==> src/rtl/pe_mac_bank_pkg.sv <==
// -----------------------------------------------------------------------------
// pe_pkg
// Shared definitions for the multiply-accumulate processing element:
//   - default width constants (INT_BITS.FRAC_BITS operands, bank count, guards)
//   - width derivation functions for the product, accumulator and bank select
//   - pe_beat_t, the pipeline beat at default widths, for array-level code
//   - sat_signed, a generic signed clamp, also used by the compute array
// No ports; pure package.
// -----------------------------------------------------------------------------
package pe_pkg;

    localparam int DEF_INT_BITS   = 7;
    localparam int DEF_FRAC_BITS  = 9;
    localparam int DEF_ACC_DEPTH  = 8;
    localparam int DEF_GUARD_BITS = 4;

    // Full-precision product width for two W-bit signed operands.
    function automatic int calc_p(input int w);
        return 2 * w;
    endfunction

    // Accumulator width: product width plus guard MSBs.
    function automatic int calc_a(input int w, input int guard);
        return 2 * w + guard;
    endfunction

    // Bank select width.
    function automatic int calc_s(input int depth);
        return $clog2(depth);
    endfunction

    localparam int DEF_W = DEF_INT_BITS + DEF_FRAC_BITS;
    localparam int DEF_P = calc_p(DEF_W);
    localparam int DEF_S = calc_s(DEF_ACC_DEPTH);

    typedef struct packed {
        logic signed [DEF_P-1:0] product;
        logic [DEF_S-1:0]        sel;
        logic                    clear;
        logic                    last;
    } pe_beat_t;

    // Clamp a sign-extended value to the signed range of a w-bit word.
    // Callers keep w <= 64.
    function automatic logic signed [63:0] sat_signed(input logic signed [63:0] x,
                                                      input int w);
        logic signed [63:0] hi;
        logic signed [63:0] lo;
        hi = (64'sd1 <<< (w - 1)) - 64'sd1;
        lo = -(64'sd1 <<< (w - 1));
        if (x > hi) return hi;
        if (x < lo) return lo;
        return x;
    endfunction

endpackage

==> src/rtl/pe_mac_bank_if.sv <==
// -----------------------------------------------------------------------------
// pe_mac_bank_if
// Input beat channel and result channel of the MAC processing element.
//   in_valid/in_ready, a, b, acc_sel, acc_clear, acc_last : operand beat
//   out_valid/out_ready, out_data, out_sel, out_sat      : rounded result
// Handshake: a transfer happens on a rising clock edge where valid and ready
// are both high. A producer holds valid and its payload stable until that
// edge; a consumer may change ready freely. in_ready is a combinational
// function of out_ready (the PE only stalls while a result is refused).
// Modports: master drives beats and consumes results, slave is the PE.
// -----------------------------------------------------------------------------
interface pe_mac_bank_if #(
    parameter int W = pe_pkg::DEF_W,
    parameter int S = pe_pkg::DEF_S
);
    logic                in_valid;
    logic                in_ready;
    logic signed [W-1:0] a;
    logic signed [W-1:0] b;
    logic [S-1:0]        acc_sel;
    logic                acc_clear;
    logic                acc_last;

    logic                out_valid;
    logic                out_ready;
    logic signed [W-1:0] out_data;
    logic [S-1:0]        out_sel;
    logic                out_sat;

    modport master (
        output in_valid, a, b, acc_sel, acc_clear, acc_last, out_ready,
        input  in_ready, out_valid, out_data, out_sel, out_sat
    );

    modport slave (
        input  in_valid, a, b, acc_sel, acc_clear, acc_last, out_ready,
        output in_ready, out_valid, out_data, out_sel, out_sat
    );
endinterface

==> src/rtl/pe_mac_bank_round_sat.sv <==
// -----------------------------------------------------------------------------
// pe_round_sat
// Combinational output stage: rounds an A-bit accumulator value (FRAC_BITS
// extra fraction bits relative to the result) half-up, then saturates it to a
// signed W-bit word.
//   i_acc  in  A  signed accumulator value (already clamped to A bits)
//   o_data out W  rounded, saturated result
//   o_sat  out 1  set when the saturation changed the rounded value
// -----------------------------------------------------------------------------
module pe_round_sat
    import pe_pkg::*;
#(
    parameter int A         = 36,
    parameter int W         = 16,
    parameter int FRAC_BITS = 9
) (
    input  logic signed [A-1:0] i_acc,
    output logic signed [W-1:0] o_data,
    output logic                o_sat
);
    localparam logic signed [A:0] HALF = {{A{1'b0}}, 1'b1} <<< (FRAC_BITS - 1);

    logic signed [A:0]  w_rnd;
    logic signed [A:0]  w_shift;
    logic signed [63:0] w_wide;
    logic signed [63:0] w_clamp;

    // One extra MSB so adding the half-LSB to the most positive value
    // cannot wrap.
    assign w_rnd   = {i_acc[A-1], i_acc} + HALF;
    assign w_shift = w_rnd >>> FRAC_BITS;
    assign w_wide  = 64'(w_shift);
    assign w_clamp = sat_signed(w_wide, W);

    assign o_data = w_clamp[W-1:0];
    assign o_sat  = (w_clamp != w_wide);
endmodule

==> src/rtl/pe_mac_bank.sv <==
// -----------------------------------------------------------------------------
// pe_mac_bank
// Fixed-point multiply-accumulate processing element with ACC_DEPTH
// independent accumulator banks.
//   clk    in  clock, rising edge
//   rst_n  in  synchronous active-low reset
//   pe_bus slave modport of pe_mac_bank_if (operand beats in, results out)
// Pipeline: S0 registers the full-precision product with its tags into S1;
// S1 adds it to the selected bank (clamped to A bits, sticky overflow per
// bank) and, on a last beat, loads the rounded result into the output
// register. A refused result freezes the whole pipeline.
// -----------------------------------------------------------------------------
module pe_mac_bank
    import pe_pkg::*;
#(
    parameter int INT_BITS   = DEF_INT_BITS,
    parameter int FRAC_BITS  = DEF_FRAC_BITS,
    parameter int ACC_DEPTH  = DEF_ACC_DEPTH,
    parameter int GUARD_BITS = DEF_GUARD_BITS
) (
    input logic          clk,
    input logic          rst_n,
    pe_mac_bank_if.slave pe_bus
);
    localparam int W = INT_BITS + FRAC_BITS;
    localparam int P = calc_p(W);
    localparam int A = calc_a(W, GUARD_BITS);
    localparam int S = calc_s(ACC_DEPTH);

    typedef struct packed {
        logic signed [P-1:0] product;
        logic [S-1:0]        sel;
        logic                clear;
        logic                last;
    } s1_beat_t;

    logic                w_stall;
    logic signed [P-1:0] w_product;
    logic [S-1:0]        w_sel_in;
    s1_beat_t            w_beat;

    logic                r_s1_valid;
    s1_beat_t            r_s1;

    logic [A-1:0]        r_bank [ACC_DEPTH];
    logic [ACC_DEPTH-1:0] r_ovf;

    logic [A-1:0]        w_base;
    logic [A:0]          w_sum;
    logic                w_ovf;
    logic [A-1:0]        w_sum_clamped;
    logic                w_ovf_next;
    logic [W-1:0]        w_rs_data;
    logic                w_rs_sat;

    logic                r_out_valid;
    logic [W-1:0]        r_out_data;
    logic [S-1:0]        r_out_sel;
    logic                r_out_sat;

    // A result held but refused freezes S1, the banks and the output register.
    assign w_stall         = r_out_valid && !pe_bus.out_ready;
    assign pe_bus.in_ready = !w_stall;

    assign w_product = pe_bus.a * pe_bus.b;
    // Out-of-range bank numbers fold onto bank 0.
    assign w_sel_in  = (32'(pe_bus.acc_sel) < ACC_DEPTH) ? pe_bus.acc_sel : '0;
    assign w_beat    = '{product: w_product, sel: w_sel_in,
                         clear: pe_bus.acc_clear, last: pe_bus.acc_last};

    // The bank is written on the same edge that moves the next beat into S1,
    // so a back-to-back beat to the same bank reads the fresh value directly.
    assign w_base = r_s1.clear ? '0 : r_bank[r_s1.sel];
    assign w_sum  = {w_base[A-1], w_base}
                  + {{(A + 1 - P){r_s1.product[P-1]}}, r_s1.product};
    // The two top bits differ exactly when the A+1-bit sum left the A-bit range.
    assign w_ovf         = w_sum[A] ^ w_sum[A-1];
    assign w_sum_clamped = w_ovf ? {w_sum[A], {(A - 1){!w_sum[A]}}} : w_sum[A-1:0];
    assign w_ovf_next    = (!r_s1.clear && r_ovf[r_s1.sel]) || w_ovf;

    pe_round_sat #(
        .A         (A),
        .W         (W),
        .FRAC_BITS (FRAC_BITS)
    ) u_round_sat (
        .i_acc  (w_sum_clamped),
        .o_data (w_rs_data),
        .o_sat  (w_rs_sat)
    );

    always_ff @(posedge clk) begin
        if (!rst_n) begin
            r_s1_valid  <= 1'b0;
            r_s1        <= '0;
            r_ovf       <= '0;
            for (int i = 0; i < ACC_DEPTH; i++) begin
                r_bank[i] <= '0;
            end
            r_out_valid <= 1'b0;
            r_out_data  <= '0;
            r_out_sel   <= '0;
            r_out_sat   <= 1'b0;
        end else if (!w_stall) begin
            r_s1_valid <= pe_bus.in_valid;
            if (pe_bus.in_valid) begin
                r_s1 <= w_beat;
            end

            if (r_s1_valid) begin
                r_bank[r_s1.sel] <= w_sum_clamped;
                r_ovf[r_s1.sel]  <= w_ovf_next;
            end

            // Not stalled means any held result is being taken this cycle,
            // so the register either reloads or empties.
            if (r_s1_valid && r_s1.last) begin
                r_out_valid <= 1'b1;
                r_out_data  <= w_rs_data;
                r_out_sel   <= r_s1.sel;
                r_out_sat   <= w_rs_sat || w_ovf_next;
            end else begin
                r_out_valid <= 1'b0;
            end
        end
    end

    assign pe_bus.out_valid = r_out_valid;
    assign pe_bus.out_data  = r_out_data;
    assign pe_bus.out_sel   = r_out_sel;
    assign pe_bus.out_sat   = r_out_sat;
endmodule

==> src/flat_wrapper.sv <==
// flat-port wrapper written by rule: the top's interface ports become plain ports
module pe_mac_bank_flat import pe_pkg::*;
#(
    parameter int INT_BITS   = DEF_INT_BITS,
    parameter int FRAC_BITS  = DEF_FRAC_BITS,
    parameter int ACC_DEPTH  = DEF_ACC_DEPTH,
    parameter int GUARD_BITS = DEF_GUARD_BITS
)
  (clk, rst_n, pe_bus_in_valid, pe_bus_a, pe_bus_b, pe_bus_acc_sel, pe_bus_acc_clear, pe_bus_acc_last, pe_bus_out_ready, pe_bus_in_ready, pe_bus_out_valid, pe_bus_out_data, pe_bus_out_sel, pe_bus_out_sat);
  pe_mac_bank_if pe_bus_i ();
  input logic clk;
  input logic rst_n;
  input wire logic [$bits(pe_bus_i.in_valid)-1:0] pe_bus_in_valid;
  input wire logic [$bits(pe_bus_i.a)-1:0] pe_bus_a;
  input wire logic [$bits(pe_bus_i.b)-1:0] pe_bus_b;
  input wire logic [$bits(pe_bus_i.acc_sel)-1:0] pe_bus_acc_sel;
  input wire logic [$bits(pe_bus_i.acc_clear)-1:0] pe_bus_acc_clear;
  input wire logic [$bits(pe_bus_i.acc_last)-1:0] pe_bus_acc_last;
  input wire logic [$bits(pe_bus_i.out_ready)-1:0] pe_bus_out_ready;
  output wire logic [$bits(pe_bus_i.in_ready)-1:0] pe_bus_in_ready;
  output wire logic [$bits(pe_bus_i.out_valid)-1:0] pe_bus_out_valid;
  output wire logic [$bits(pe_bus_i.out_data)-1:0] pe_bus_out_data;
  output wire logic [$bits(pe_bus_i.out_sel)-1:0] pe_bus_out_sel;
  output wire logic [$bits(pe_bus_i.out_sat)-1:0] pe_bus_out_sat;
  assign pe_bus_i.in_valid = pe_bus_in_valid;
  assign pe_bus_i.a = pe_bus_a;
  assign pe_bus_i.b = pe_bus_b;
  assign pe_bus_i.acc_sel = pe_bus_acc_sel;
  assign pe_bus_i.acc_clear = pe_bus_acc_clear;
  assign pe_bus_i.acc_last = pe_bus_acc_last;
  assign pe_bus_i.out_ready = pe_bus_out_ready;
  assign pe_bus_in_ready = pe_bus_i.in_ready;
  assign pe_bus_out_valid = pe_bus_i.out_valid;
  assign pe_bus_out_data = pe_bus_i.out_data;
  assign pe_bus_out_sel = pe_bus_i.out_sel;
  assign pe_bus_out_sat = pe_bus_i.out_sat;
  pe_mac_bank #(.INT_BITS(INT_BITS), .FRAC_BITS(FRAC_BITS), .ACC_DEPTH(ACC_DEPTH), .GUARD_BITS(GUARD_BITS)) u_core (.clk(clk), .rst_n(rst_n), .pe_bus(pe_bus_i));
endmodule
==> config.mk <==
export PLATFORM = sky130hd
export DESIGN_NAME = pe_mac_bank_flat
export DESIGN_NICKNAME = d
export VERILOG_FILES = /design/src/rtl/pe_mac_bank_pkg.sv /design/src/rtl/pe_mac_bank_if.sv /design/src/rtl/pe_mac_bank_round_sat.sv /design/src/rtl/pe_mac_bank.sv /design/src/flat_wrapper.sv
export SDC_FILE = /design/constraint.sdc
export NUM_CORES = 1
export LEC_CHECK = 0
export ABC_AREA = 0
export ABC_CLOCK_PERIOD_IN_PS = 9700
export CELL_PAD_IN_SITES_DETAIL_PLACEMENT = 0
export CELL_PAD_IN_SITES_GLOBAL_PLACEMENT = 1
export CORE_MARGIN = 4
export CORE_UTILIZATION = 46
export DETAILED_ROUTE_END_ITERATION = 12
export HOLD_SLACK_MARGIN = 0.02
export PLACE_DENSITY = 0.84
export SETUP_SLACK_MARGIN = 0.05
export SLEW_MARGIN = 20
export SYNTH_ARGS = -nofsm -noshare
export SYNTH_HDL_FRONTEND = slang
export SYNTH_SLANG_ARGS = --single-unit
==> constraint.sdc <==
create_clock -name clk -period 9.7 [get_ports clk]
set_clock_uncertainty 0.05 [all_clocks]
set_input_delay 0.97 -clock clk [delete_from_list [all_inputs] [get_ports clk]]
set_output_delay 0.97 -clock clk [all_outputs]
set_load 0.05 [all_outputs]
==> results.sh <==
export IMPL_fillers=5322
export IMPL_crit_buf_inv=4
export IMPL_setup_viol=0
export IMPL_syn_area_per_cell_um2=10.5
export IMPL_path_max_fanout=39
export IMPL_tritoncts="done"
export IMPL_antenna_found_initial=1
export IMPL_slowest_stage="dfxtp_4"
export IMPL_worstSetupPathDepth=31
export IMPL_synthAdderAreaFrac_pct=24.2
export IMPL_core_um2=60200
export IMPL_gr_total_overflow=0
export IMPL_multi_input_area_um2=16400
export IMPL_synth_top_cell_by_area="edfxtp_1"
export IMPL_grt_max_degree=59
export IMPL_critPathArrivalTime_ps=9280
export IMPL_holdBufCountCts=0
export IMPL_seqCellArea_um2=10100
export IMPL_tns_ps=0
export IMPL_design_area_um2=30900
export IMPL_drt_vias_per_instance=5.73
export IMPL_ys_seq_area_share_pct=35.9
export IMPL_synth_top_area_share_pct=30.9
export IMPL_synth_top_family_by_area="adder cells"
export IMPL_gp_congestion=0.926
export IMPL_syn_num_nets=3098
export IMPL_synthArstFlopShare_pct=0
export IMPL_start_util_pct=46.5
export IMPL_hold_depth=2
export IMPL_p_leak_uw=0.0128
export IMPL_ys_flop_type="edfxtp_1"
export IMPL_drt_total_wl_um=75100
export IMPL_io_pins=63
export IMPL_worst_pin_slew_ps=1030
export IMPL_whs_endpoint="u_core.r_ovf[7]$_SDFFE_PN0P_"
export IMPL_synth_edf_count=288
export IMPL_numCtsBuffers=38
export IMPL_critPathTopFamily="simple AND/OR/NAND/NOR gates"
export IMPL_ys_seq_elements=358
export IMPL_critPathMaxStageDelay_ps=600
export IMPL_hpwlAfterDp_um=52400
export IMPL_rows=90
export IMPL_die_h_um=255
export IMPL_rsz0062_at_grt="no"
export IMPL_cts_sinks=358
export IMPL_drv_cap=0
export IMPL_synth_xor_area_share_pct=2.28
export IMPL_htreeDepth=2
export IMPL_ctsResizeCount=0
export IMPL_fin_crit_sh_pct=91.5
export IMPL_synth_area_leaders="edfxtp_1, fa_1, mux4_2"
export IMPL_area_growth_pct=10.3
export IMPL_drt_pass1_iterations=5
export IMPL_drc=0
export IMPL_die_area_um2=64900
export IMPL_hold_class="reg2reg"
export IMPL_status="complete, no violations"
export IMPL_clk_pin_slew_ps=60
export IMPL_fmax_mhz=113
export IMPL_drive_gt1_share_pct=8.97
export IMPL_cts_buffer_depth=3
export IMPL_first_global_vias=20800
export IMPL_ir_drop_v=0.000472
export IMPL_synth_compound_area_share_pct=8.04
export IMPL_cts_root_buffer="clkbuf_16"
export IMPL_reg2reg_depth=31
export IMPL_vias=20000
export IMPL_ys_warn_count=0
export IMPL_yosys_area_share_simple_pct=16.1
export IMPL_hold_violations=0
export IMPL_slew_violations=0
export IMPL_end_kind="register"
export IMPL_postCtsSetupRepairBufs=0
export IMPL_regToRegSetupSlack_ps=820
export IMPL_final_nets=3103
export IMPL_clk_latency_ps=570
export IMPL_cp_start_kind="register"
export IMPL_synth_distinct_cells=92
export IMPL_grt_pass1_wl_um=119000
export IMPL_grtUsageTotal_pct=23.6
export IMPL_holdWs_ps=426
export IMPL_placed_area_um2=29500
export IMPL_port_buffers=62
export IMPL_worst_slew_margin_rel_pct=30.7
export IMPL_fp_dieW_um=255
export IMPL_regToRegEndpoint="u_core.pe_bus.out_data[10]$_SDFFE_PN0P_"
export IMPL_synthCells=2673
export IMPL_p_per_area_nw_per_um2=379
export IMPL_syn_area_um2=28000
export IMPL_final_min_clock_period_ps=8880
export IMPL_muxShareOfSynthArea_pct=7.58
export IMPL_hp_start="u_core.r_ovf[7]$_SDFFE_PN0P_"
export IMPL_drt_initial_drc_count=1878
export IMPL_ant_nets=0
export IMPL_post_drt_wl_per_cell_um=21.5
export IMPL_critPathKind="reg2reg"
export IMPL_required_ps=10110
==> worst max path at each step <==
| stage | from | end | slack, ps |
|---|---|---|---|
| final | register | u_core.pe_bus.out_data[10]$_SDFFE_PN0P_ | 820 |
| after global routing | register | u_core.pe_bus.out_data[2]$_SDFFE_PN0P_ | 100 |
| after CTS | register | u_core.pe_bus.out_data[10]$_SDFFE_PN0P_ | 870 |
| after detailed placement | register | u_core.pe_bus.out_data[2]$_SDFFE_PN0P_ | 910 |
| after global placement | register | u_core.pe_bus.out_data[11]$_SDFFE_PN0P_ | 1070 |
| after floorplan | register | u_core.pe_bus.out_data[10]$_SDFFE_PN0P_ | 80 |
==> registers in the layout, indices dropped and copies added, names as in the netlist, named ones only <==
name / flops
u_core.r_s1: 37
u_core.r_bank: 288
u_core.pe_bus.out_valid: 1
u_core.pe_bus.out_data: 16
u_core.pe_bus.out_sel: 3
u_core.pe_bus.out_sat: 1
u_core.r_ovf: 8
u_core.r_s1_valid: 1
==> stage by stage <==
stage          util (%)  cells  worst slack, ps  power [uW]
3_5_place_dp       49.0   3420              908       10200
5_1_grt            51.3   3490             99.0       13000
4_1_cts            51.2   3490              874       11800
3_3_place_gp       49.0   3420             1070       10100
6_report           51.3   3491              825       11700
2_1_floorplan         -   2673             81.8        8050
==> cell usage after synthesis (55+ instances only) <==
cell type  count
mux4_2        74
inv_1        293
fa_1         263
o21ai_0       55
dfxtp_1       70
edfxtp_1     288
a21oi_1       73
clkbuf_1     110
and2_1       135
ha_1         121
nor2_1       404
nand2_1      264
==> report_power, final <==
group / internal (uW) / switching, uW / total (uW)
clock: 922 / 627 / 1550
combinational: 3230 / 5070 / 8300
sequential: 1790 / 77.1 / 1870
total: 5950 / 5770 / 11700
==> placed cells by master, fill, tap and decap left out, types with 12 or more instances in the layout <==
cell type,synthesis,routed
mux2i_1,42,42
nor2_1,404,404
clkbuf_16,0,39
xnor2_1,42,42
o21ai_0,55,48
nand3_1,38,38
clkdlybuf4s50_1,0,61
a21o_1,34,34
and2_1,135,135
edfxtp_1,288,288
o221a_1,14,14
xor2_1,24,24
a21oi_1,73,70
ha_1,121,120
a21boi_0,20,20
fa_1,263,263
buf_4,1,39
nor3_1,22,22
nand4_1,17,17
o21ai_1,12,13
inv_1,293,293
nand2_1,264,263
a31oi_1,12,12
dfxtp_1,70,67
nand2b_1,26,26
mux4_2,74,74
==> area by class of cell <==
class / instances / share of cell area, %
Multi-Input combinational cell: 1879 / 53.1
Sequential cell: 358 / 32.6
Inverter: 296 / 3.60
Clock buffer: 47 / 3.45
Timing Repair Buffer: 105 / 3.20
Tap cell: 782 / 3.17
Clock inverter: 23 / 0.912
Antenna cell: 1 / 0.00810
==> metal layers <==
layer | vias up | track usage (%) | part of all wire (%)
met4 | 0 | 4.72 | 2.3
li1 | 9030 | - | -
met1 | 10200 | 32.9 | 42
met5 | - | 0 | 0
met3 | 108 | 2.31 | 5.9
met2 | 679 | 41.0 | 49
==> worst reg2reg max path, delay by kind of cell, from the launching register on <==
family	cells	cell delay [ps]
mux	3	1090
xor+xnor	1	240
buf+inv	4	980
flops	1	600
simple gates	10	2280
compound gates	10	2240
fa+ha+maj	3	1280
==> kinds of logic (layout without fill, tap and decap cells) <==
kind of cell             count (synthesis)  count (layout)
AND/OR/NAND/NOR                        979             979
buffers and inverters                  436             471
adder cells (fa/ha/maj)                384             384
flip-flops                             358             358
AO/OA/AOI/OAI                          328             328
multiplexers                           119             119
XOR/XNOR                                69              69
other                                    0               1
Note: power is estimated with default switching activity, not from simulation.
